$ cat config.mk
export PLATFORM = sky130hd
export DESIGN_NAME = hex_display_mux
export DESIGN_NICKNAME = d
export VERILOG_FILES = /design/src/rtl/hexdisp_pkg.sv /design/src/rtl/hexdisp_tick.sv /design/src/rtl/hex_display_mux.sv
export SDC_FILE = /design/constraint.sdc
export NUM_CORES = 1
export LEC_CHECK = 0
export CAP_MARGIN = 20
export CORE_MARGIN = 2
export CORE_UTILIZATION = 24
export CTS_CLUSTER_DIAMETER = 150
export DETAILED_ROUTE_END_ITERATION = 8
export PLACE_DENSITY = 0.43
export SKIP_LAST_GASP = 1
export SLEW_MARGIN = 10
export SYNTH_ARGS = -nofsm -noshare
export SYNTH_HDL_FRONTEND = slang
export SYNTH_SLANG_ARGS = --single-unit
$ cat constraint.sdc
create_clock -name clk -period 2.55 [get_ports clk]
set_input_delay 0.255 -clock clk [delete_from_list [all_inputs] [get_ports clk]]
set_output_delay 0.255 -clock clk [all_outputs]
set_load 0.05 [all_outputs]
$ cat src/rtl/hexdisp_pkg.sv
// Shared constants and the hex-to-7-segment decode for the multiplexed hex display.
// Segment order is {g,f,e,d,c,b,a}, active high here; the top inverts for the pins.
package hexdisp_pkg;

    localparam logic [6:0] SEG_OFF  = 7'h7F;
    localparam int         BRIGHT_W = 4;

    function automatic logic [6:0] hex_to_seg(input logic [3:0] h);
        logic [6:0] s;
        case (h)
            4'h0: s = 7'h3F;
            4'h1: s = 7'h06;
            4'h2: s = 7'h5B;
            4'h3: s = 7'h4F;
            4'h4: s = 7'h66;
            4'h5: s = 7'h6D;
            4'h6: s = 7'h7D;
            4'h7: s = 7'h07;
            4'h8: s = 7'h7F;
            4'h9: s = 7'h6F;
            4'hA: s = 7'h77;
            4'hB: s = 7'h7C;
            4'hC: s = 7'h39;
            4'hD: s = 7'h5E;
            4'hE: s = 7'h79;
            default: s = 7'h71;
        endcase
        return s;
    endfunction

endpackage

$ cat src/rtl/hexdisp_tick.sv
// Modulo-N counter producing a one-cycle wrap pulse while the count sits at N-1.
module hexdisp_tick #(
    parameter int N = 12000000
) (
    input  logic clk,
    input  logic rst_n,
    output logic wrap
);

    localparam int W = (N > 1) ? $clog2(N) : 1;
    localparam logic [W-1:0] LAST = W'(N - 1);

    logic [W-1:0] cnt_q;
    logic [W-1:0] cnt_d;

    always_comb begin
        cnt_d = cnt_q + W'(1);
        if (cnt_q == LAST) begin
            cnt_d = '0;
        end
    end

    always_ff @(posedge clk or negedge rst_n) begin
        if (!rst_n) begin
            cnt_q <= '0;
        end else begin
            cnt_q <= cnt_d;
        end
    end

    assign wrap = (cnt_q == LAST);

endmodule

$ cat src/rtl/hex_display_mux.sv
// Time-multiplexed common-anode hex display driver with shadow loading, PWM brightness
// and a timebase tick. Define HEXDISP_LZS_EN to enable leading-zero suppression.
module hex_display_mux
    import hexdisp_pkg::*;
#(
    parameter int NUM_DIGITS   = 4,
    parameter int REFRESH_LOG2 = 12,
    parameter int TICK_DIV     = 12000000
) (
    input  logic                    clk,
    input  logic                    rst_n,
    input  logic [4*NUM_DIGITS-1:0] hex_in,
    input  logic [NUM_DIGITS-1:0]   dp_in,
    input  logic [NUM_DIGITS-1:0]   blank_in,
    input  logic [3:0]              bright_in,
    input  logic                    load,
    output logic                    pending,
    output logic                    frame_done,
    output logic [6:0]              SEG,
    output logic                    DP,
    output logic [NUM_DIGITS-1:0]   COMM,
    output logic                    sec_tick,
    output logic                    sec_toggle
);

    localparam int DW = (NUM_DIGITS > 1) ? $clog2(NUM_DIGITS) : 1;
    localparam logic [DW-1:0] LAST_DIG = DW'(NUM_DIGITS - 1);

    logic [REFRESH_LOG2-1:0] slot_q, slot_d;
    logic [DW-1:0]           dig_q, dig_d;
    logic [4*NUM_DIGITS-1:0] act_hex_q, act_hex_d, sh_hex_q, sh_hex_d;
    logic [NUM_DIGITS-1:0]   act_dp_q, act_dp_d, sh_dp_q, sh_dp_d;
    logic [NUM_DIGITS-1:0]   act_blank_q, act_blank_d, sh_blank_q, sh_blank_d;
    logic [BRIGHT_W-1:0]     act_bright_q, act_bright_d, sh_bright_q, sh_bright_d;
    logic                    pending_q, pending_d;
    logic [6:0]              seg_q, seg_d;
    logic                    dp_q, dp_d;
    logic [NUM_DIGITS-1:0]   comm_q, comm_d;
    logic                    toggle_q, toggle_d;
    logic                    tick_wrap;
    logic                    frame_end;
    logic                    lzs_dark;
    logic                    lit;
    logic [3:0]              cur_nib;

    hexdisp_tick #(.N(TICK_DIV)) u_tick (
        .clk   (clk),
        .rst_n (rst_n),
        .wrap  (tick_wrap)
    );

    assign frame_end = (slot_q == '1) && (dig_q == LAST_DIG);

    // Slot/digit sequencing and the shadow-to-active handoff at the frame boundary.
    always_comb begin
        slot_d       = slot_q + REFRESH_LOG2'(1);
        dig_d        = dig_q;
        sh_hex_d     = sh_hex_q;
        sh_dp_d      = sh_dp_q;
        sh_blank_d   = sh_blank_q;
        sh_bright_d  = sh_bright_q;
        act_hex_d    = act_hex_q;
        act_dp_d     = act_dp_q;
        act_blank_d  = act_blank_q;
        act_bright_d = act_bright_q;
        pending_d    = pending_q;
        toggle_d     = toggle_q ^ tick_wrap;

        if (slot_q == '1) begin
            dig_d = (dig_q == LAST_DIG) ? '0 : dig_q + DW'(1);
        end

        if (load) begin
            sh_hex_d    = hex_in;
            sh_dp_d     = dp_in;
            sh_blank_d  = blank_in;
            sh_bright_d = bright_in;
        end

        if (frame_end) begin
            pending_d = 1'b0;
            if (load) begin
                act_hex_d    = hex_in;
                act_dp_d     = dp_in;
                act_blank_d  = blank_in;
                act_bright_d = bright_in;
            end else if (pending_q) begin
                act_hex_d    = sh_hex_q;
                act_dp_d     = sh_dp_q;
                act_blank_d  = sh_blank_q;
                act_bright_d = sh_bright_q;
            end
        end else if (load) begin
            pending_d = 1'b1;
        end
    end

    always_comb begin
        cur_nib  = act_hex_q[{dig_q, 2'b00} +: 4];
        lzs_dark = 1'b0;
`ifdef HEXDISP_LZS_EN
        // A digit above 0 goes dark only when it and every nibble above it are zero.
        lzs_dark = (dig_q != '0);
        for (int k = 0; k < NUM_DIGITS; k++) begin
            if (k >= int'(dig_q) && act_hex_q[k*4 +: 4] != 4'h0) begin
                lzs_dark = 1'b0;
            end
        end
`endif
        lit = !act_blank_q[dig_q] && !lzs_dark
              && (slot_q[REFRESH_LOG2-1 -: BRIGHT_W] <= act_bright_q);

        seg_d  = SEG_OFF;
        dp_d   = 1'b1;
        comm_d = '1;
        if (lit) begin
            seg_d  = ~hex_to_seg(cur_nib);
            dp_d   = ~act_dp_q[dig_q];
            comm_d = ~(NUM_DIGITS'(1) << dig_q);
        end
    end

    always_ff @(posedge clk or negedge rst_n) begin
        if (!rst_n) begin
            slot_q       <= '0;
            dig_q        <= '0;
            act_hex_q    <= '0;
            act_dp_q     <= '0;
            act_blank_q  <= '0;
            act_bright_q <= 4'hF;
            sh_hex_q     <= '0;
            sh_dp_q      <= '0;
            sh_blank_q   <= '0;
            sh_bright_q  <= 4'hF;
            pending_q    <= 1'b0;
            seg_q        <= SEG_OFF;
            dp_q         <= 1'b1;
            comm_q       <= '1;
            toggle_q     <= 1'b0;
        end else begin
            slot_q       <= slot_d;
            dig_q        <= dig_d;
            act_hex_q    <= act_hex_d;
            act_dp_q     <= act_dp_d;
            act_blank_q  <= act_blank_d;
            act_bright_q <= act_bright_d;
            sh_hex_q     <= sh_hex_d;
            sh_dp_q      <= sh_dp_d;
            sh_blank_q   <= sh_blank_d;
            sh_bright_q  <= sh_bright_d;
            pending_q    <= pending_d;
            seg_q        <= seg_d;
            dp_q         <= dp_d;
            comm_q       <= comm_d;
            toggle_q     <= toggle_d;
        end
    end

    assign pending    = pending_q;
    assign frame_done = frame_end;
    assign SEG        = seg_q;
    assign DP         = dp_q;
    assign COMM       = comm_q;
    assign sec_tick   = tick_wrap;
    assign sec_toggle = toggle_q;

endmodule

# Word-level counts from Yosys, hierarchy flattened
# Memory sizes are Yosys's and may differ from the RTL's.
# Index checks and enable logic that the tools add are counted.
[word_totals] ff_bits=108 latchBits=0 ramBits=0 mem_bits_ro=112 input_bits=31 output_inout_bits=16 elab_cells=57 n_memories=1
[mem_list] name="(no name shown)" words=16 word_bits=7 read_ports=1 rd_clocked_by_memory_dff=0 write_ports=0 line_no="hexdisp_pkg.sv:10" source="case (h)"
[op_classes] addsub=3 multipliers=0 div=0 order_cmp=2 n_eq_ne=3 shifts=2 n_mux=20 n_bitwise=4 reduce_logical=6
[ops] cell="$mux 16" count=2
[ops] cell="$mux 4" count=7
[ops] cell="$add 24x1->24 const B" count=1
[ops] cell="$eq 24x24->1 const B" count=1
[ops] cell="$mux 24" count=1
[ops] cell="$shiftx 16x5->4" count=1
[ops] cell="$mux 7" count=2
[ops] cell="$add 12x1->12 const B" count=1
[ops] cell="$eq 12x12->1 const B" count=1
[ops] cell="$not 7->7" count=1
[ops] cell="$mux 1" count=5
[ops] cell="$bmux 1 s2" count=2
[ops] cell="$le 4x4->1" count=1
[ops] cell="$not 4->4" count=1
[ops] cell="$reduce_bool 2->1" count=2
[ops] cell="$shl 1x2->4 const A" count=1
[ops] cell="$lt 2x3->1 const B" count=1
[ops] cell="$add 2x1->2 const B" count=1
[ops] cell="$eq 2x2->1 const B" count=1
[ops] cell="$logic_and 1x1->1" count=2
[ops] cell="$mux 2" count=1
[ops] cell="$reduce_and 2->1" count=1
[ops] cell="$logic_not 1->1" count=1
[ops] cell="$not 1->1" count=1
[ops] cell="$xor 1x1->1" count=1

# Depth between registers and ports, before layout
[depth] depth_word=7 mapped_depth=8 ltp_nobuf=7

# By module
# From an unflattened synthesis, not the netlist that was laid out.
[unflattened] cells_unflattened=381 hier_area_um2=5097.4
[modules_own_cells] mod="hex_display_mux" n_inst=1 cells_each=266 area_per_inst_um2=3923.8 seq_area_each_um2=2127.0
[modules_own_cells] mod="hexdisp_tick" n_inst=1 cells_each=115 area_per_inst_um2=1173.6 seq_area_each_um2=600.6

# Worst setup path before layout
# No wires, ideal clock.
[synth_path] path_type="register to register" startpoint="register dig_q[0]" endpoint="register seg_q[0] (netlist: SEG[0])" setup_time_ns=0.105 arrival_time_ns=1.926 t_required_ns=2.445 slack_ns=0.518 stages_incl_launch_ff=9 cell_sequence="dfrtp_1 -> buf_6 -> mux4_1 -> inv_1 -> ha_1 -> nor2_1 -> nand3_1 -> o31ai_1 -> o41ai_1"
[synth_between] elab_chain_len=5 elab_cells_between_ends=9
[synth_lines] item="start, declared" line_no="hex_display_mux.sv:30" source="logic [DW-1:0] dig_q, dig_d;"
[synth_lines] item="start signal, assigned" line_no="hex_display_mux.sv:142" source="dig_q <= dig_d;"
[synth_lines] item="$shiftx 16x5->4 or $bmux 1 s2 (tied branches)" line_no="hex_display_mux.sv:99, hex_display_mux.sv:110"
[synth_lines] item="$mem_v2 16x7 or $mux 1 (tied branches)"
[synth_lines] item="$mux 7 or $logic_not 1->1 (tied branches)" line_no="hex_display_mux.sv:116, hex_display_mux.sv:110"
[synth_lines] item="$not 7->7 or $logic_and 1x1->1 (tied branches)" line_no="hex_display_mux.sv:117, hex_display_mux.sv:111"
[synth_lines] item="$mux 7 *" line_no="hex_display_mux.sv:116" source="if (lit) begin"
[synth_lines] item="named net seg_d[0]" line_no="hex_display_mux.sv:36" source="logic [6:0] seg_q, seg_d;"
[synth_lines] item="end signal, assigned" line_no="hex_display_mux.sv:152" source="seg_q <= seg_d;"
[synth_lines] item="end, declared" line_no="hex_display_mux.sv:36"
# The timed path passes the listed nets; every way through them passes the cells marked *. The select of a mux whose other input is x is not followed.
# A chain may end at the register's enable or synchronous reset.

# Worst setup path in the final report
[layout_path] startpoint="register u_tick.cnt_q[14]" endpoint="output port sec_tick"
[layout_between] elab_chain_len=1
[layout_lines] item="start, declared" line_no="hexdisp_tick.sv:13" source="logic [W-1:0] cnt_q;"
[layout_lines] item="start signal, assigned" line_no="hexdisp_tick.sv:27" source="cnt_q <= cnt_d;"
[layout_lines] item="$eq 24x24->1" line_no="hexdisp_tick.sv:31" source="assign wrap = (cnt_q == LAST);"
[layout_lines] item="end, declared" line_no="hex_display_mux.sv:22" source="output logic sec_tick,"
# No other way between the ends.

==> impl_metrics.json <==
{
  "grt_first_pass_wirelength_mm": 16.7,
  "ios": 47,
  "yosys.cell_types.count": 49,
  "combPwrFrac_pct": 4.8,
  "grt_max_degree": 80,
  "path_cells": "nor4b_1, nand4_1, nor2_1, buf_4, buf_12",
  "syn-instance-count": 380,
  "grt_usage_pct": 9.69,
  "drv_slew": 0,
  "grt_pass1_vias": 3148,
  "clock_skew_ps": 12.4,
  "wl_per_cell_um": 14.2,
  "finalHoldViolations": 0,
  "finalSetupTns_ps": 0,
  "core.rowCount": 53,
  "critPathTopFamily": "simple AND/OR/NAND/NOR gates",
  "peakVddDrop_mv": 0.342,
  "path_class": "reg -> out",
  "regArea_um2": 2730,
  "final_nets": 482,
  "dp_hpwl_mm": 7.03,
  "area_delta_synth_final_pct": 21.8,
  "place_congestion": 0.772,
  "path_clk_slew_ps": 70,
  "synth_async_sr_flop_share_pct": 100,
  "io_buffer_count": 46,
  "path_max_fanout": 5,
  "dr_total_vias": 3049,
  "fmax_mhz": 420,
  "power_switching_uw": 767,
  "avgSynthCellArea_um2": 13.4,
  "syn_area_um2": 5080,
  "cp-end-kind": "primary output",
  "tightest_slew_ps": 519,
  "drtPass1Iterations": 4,
  "die_x_um": 149,
  "nFillCells": 2127,
  "p_clk_share_pct": 43.4,
  "core_um2": 20900,
  "cp_slowest_cell": "dfrtp_1",
  "fin_crit_sh_pct": 93.3,
  "p_int_uw": 2650,
  "multi_input_area_um2": 2160,
  "setup_slack_ps": 170,
  "htreeDepth": 3,
  "syn_nets": 427,
  "total_leakage_power_uw": 0.00265,
  "drt-initial-drc-count": 59,
  "finalSetupViolations": 0,
  "worst_setup_path_start_kind": "register",
  "rsz0062_at_grt": "false",
  "routed_wl_mm": 10.2,
  "overflow": 0,
  "max-cap-violations": 0,
  "cts_root_buf": "clkbuf_16",
  "yosys_warnings": 0,
  "vias_per_cell": 4.26,
  "drtAntennaViolNets": 0,
  "post_cts_buffers": 0,
  "synth_edf_count": 0,
  "die_h_um": 149,
  "switching_share_pct": 22.5,
  "drive_gt1_share_pct": 28.2,
  "relSlewSlack_pct": 65.3,
  "grt_antenna_before_repair": 1,
  "crit_arrival_ps": 2120,
  "seqPwrFrac_pct": 51.9,
  "clk_latency_ps": 360,
  "max_stage_delay_ps": 430,
  "ys_ff_latch": 108,
  "hold_class": "in -> async",
  "design.die.area_um2": 22300,
  "min_period_ps": 2380,
  "worstPathBufferInverterCount": 2,
  "cts_buffers": 9,
  "ys.flop_type": "dfrtp_1",
  "power_per_cell_area_nw_per_um2": 552,
  "cts.sinks": 108,
  "required_ps": 2300,
  "cts_buffer_depth": 2,
  "cts_tree": "done",
  "outcome": "finished clean",
  "remaining_drc_errors": 0,
  "yosysSeqAreaShare_pct": 53.7,
  "dpl_worst_slack_ps": 391,
  "start_util_pct": 24.3
}
-- through the flow --
stage | instance area [um2] | utilization, % | hold WS (ps) | total power [uW] | std cells
floorplan | 5080 | - | -40.6 | 1860 | 380
global placement | 5860 | 28.1 | 219 | 1970 | 698
detailed placement | 5860 | 28.1 | 222 | 1970 | 698
CTS | 6180 | 29.6 | 366 | 3480 | 715
global route | 6180 | 29.6 | 399 | 3570 | 715
finish | 6190 | 29.6 | 364 | 3410 | 716
-- cell usage after synthesis, types with 6 or more instances --
| cell type | n | area (um2) |
|---|---|---|
| dfstp_2 | 20 | 526 |
| inv_1 | 15 | 56.3 |
| mux2_4 | 20 | 300 |
| dfrtp_1 | 88 | 2200 |
| nor2_1 | 19 | 71.3 |
| mux2_2 | 41 | 462 |
| nand3_1 | 14 | 70.1 |
| xor2_1 | 20 | 175 |
| nand4_1 | 8 | 50.1 |
| nand2_1 | 23 | 86.3 |
| ha_1 | 16 | 200 |
| o21ai_0 | 6 | 30.0 |
| xnor2_1 | 10 | 87.6 |
| a21oi_1 | 7 | 35.0 |
-- layout make-up --
cell class,instances,share of cell area (%)
Antenna cell,1,0.0404
Clock buffer,10,3.86
Clock inverter,6,1.15
Inverter,15,0.910
Multi-Input combinational cell,243,35.0
Sequential cell,108,44.1
Tap cell,275,5.56
Timing Repair Buffer,58,9.42
-- sequential cells by signal, summed over array words and instances (netlist names), 7 cells and up --
signal        cells
u_tick.cnt_q     24
sh_hex_q         16
SEG               7
slot_q           12
act_hex_q        16
-- timing repair --
action,4_1_cts,5_1_grt
resized for setup,0,0
endpoints found under the hold margin,29,0
hold buffers,1,0
setup endpoints to repair,0,0
-- layout by cell type, fill, tap and decap left out, types with 4 or more instances in the layout --
master           count
nand2_1             23
a21oi_1              7
and3_1               4
dfrtp_1             88
nand3_1             14
mux2_4              20
buf_4               11
dfstp_2             20
mux2_2              41
xnor2_1             10
o211ai_1             4
o21ai_0              6
inv_1               15
clkdlybuf4s50_1     43
nand4_1              8
clkbuf_16            9
mux2i_1              4
ha_1                16
o31ai_1              5
xor2_1              20
nor2_1              19
-- final timing paths --
kind	start	cells after the start	end	slack, ps
setup / recovery	u_tick.cnt_q[14]$_DFF_PN0_	5	sec_tick	170
hold / removal	rst_n	2	u_tick.cnt_q[18]$_DFF_PN0_	360
setup reg to reg	dig_q[0]$_DFFE_PN0N_	7	SEG[0]$_DFF_PN1_	350
hold reg to reg	u_tick.cnt_q[0]$_DFF_PN0_	1	u_tick.cnt_q[0]$_DFF_PN0_	450
max in group asynchronous	rst_n	3	sh_bright_q[2]$_DFFE_PN1P_	1390
min in group clk	u_tick.cnt_q[0]$_DFF_PN0_	1	u_tick.cnt_q[0]$_DFF_PN0_	450
-- power groups by stage --
stage	sequential (uW)	combinational [uW]	clock, uW
3_3_place_gp	1800	169	0
5_1_grt	1780	182	1610
4_1_cts	1770	171	1540
6_report	1770	163	1480
3_5_place_dp	1800	170	0
2_1_floorplan	1800	63.9	0
-- logic make-up (layout without fill, tap and decap cells) --
logic type | count (synthesis) | in the layout | synth area share [%]
AO/OA/AOI/OAI | 28 | 28 | 3.77
XOR/XNOR | 30 | 30 | 5.17
adder cells (fa/ha/maj) | 16 | 16 | 3.94
buffers and inverters | 29 | 89 | 3.70
flip-flops | 108 | 108 | 53.7
multiplexers | 71 | 71 | 18.7
other | 0 | 1 | 0
AND/OR/NAND/NOR | 98 | 98 | 11.0
-- routing by layer --
metal,up-vias,wire (um),part of all wire (%),GRT usage (%)
met5,-,11,0.11,0
met4,2,150,1.5,3.00
met3,16,613,6.0,4.02
met2,48,4640,46,14.8
met1,1519,4760,47,12.5
li1,1464,-,-,-
No activity file was read; power rests on OpenSTA's default activity.
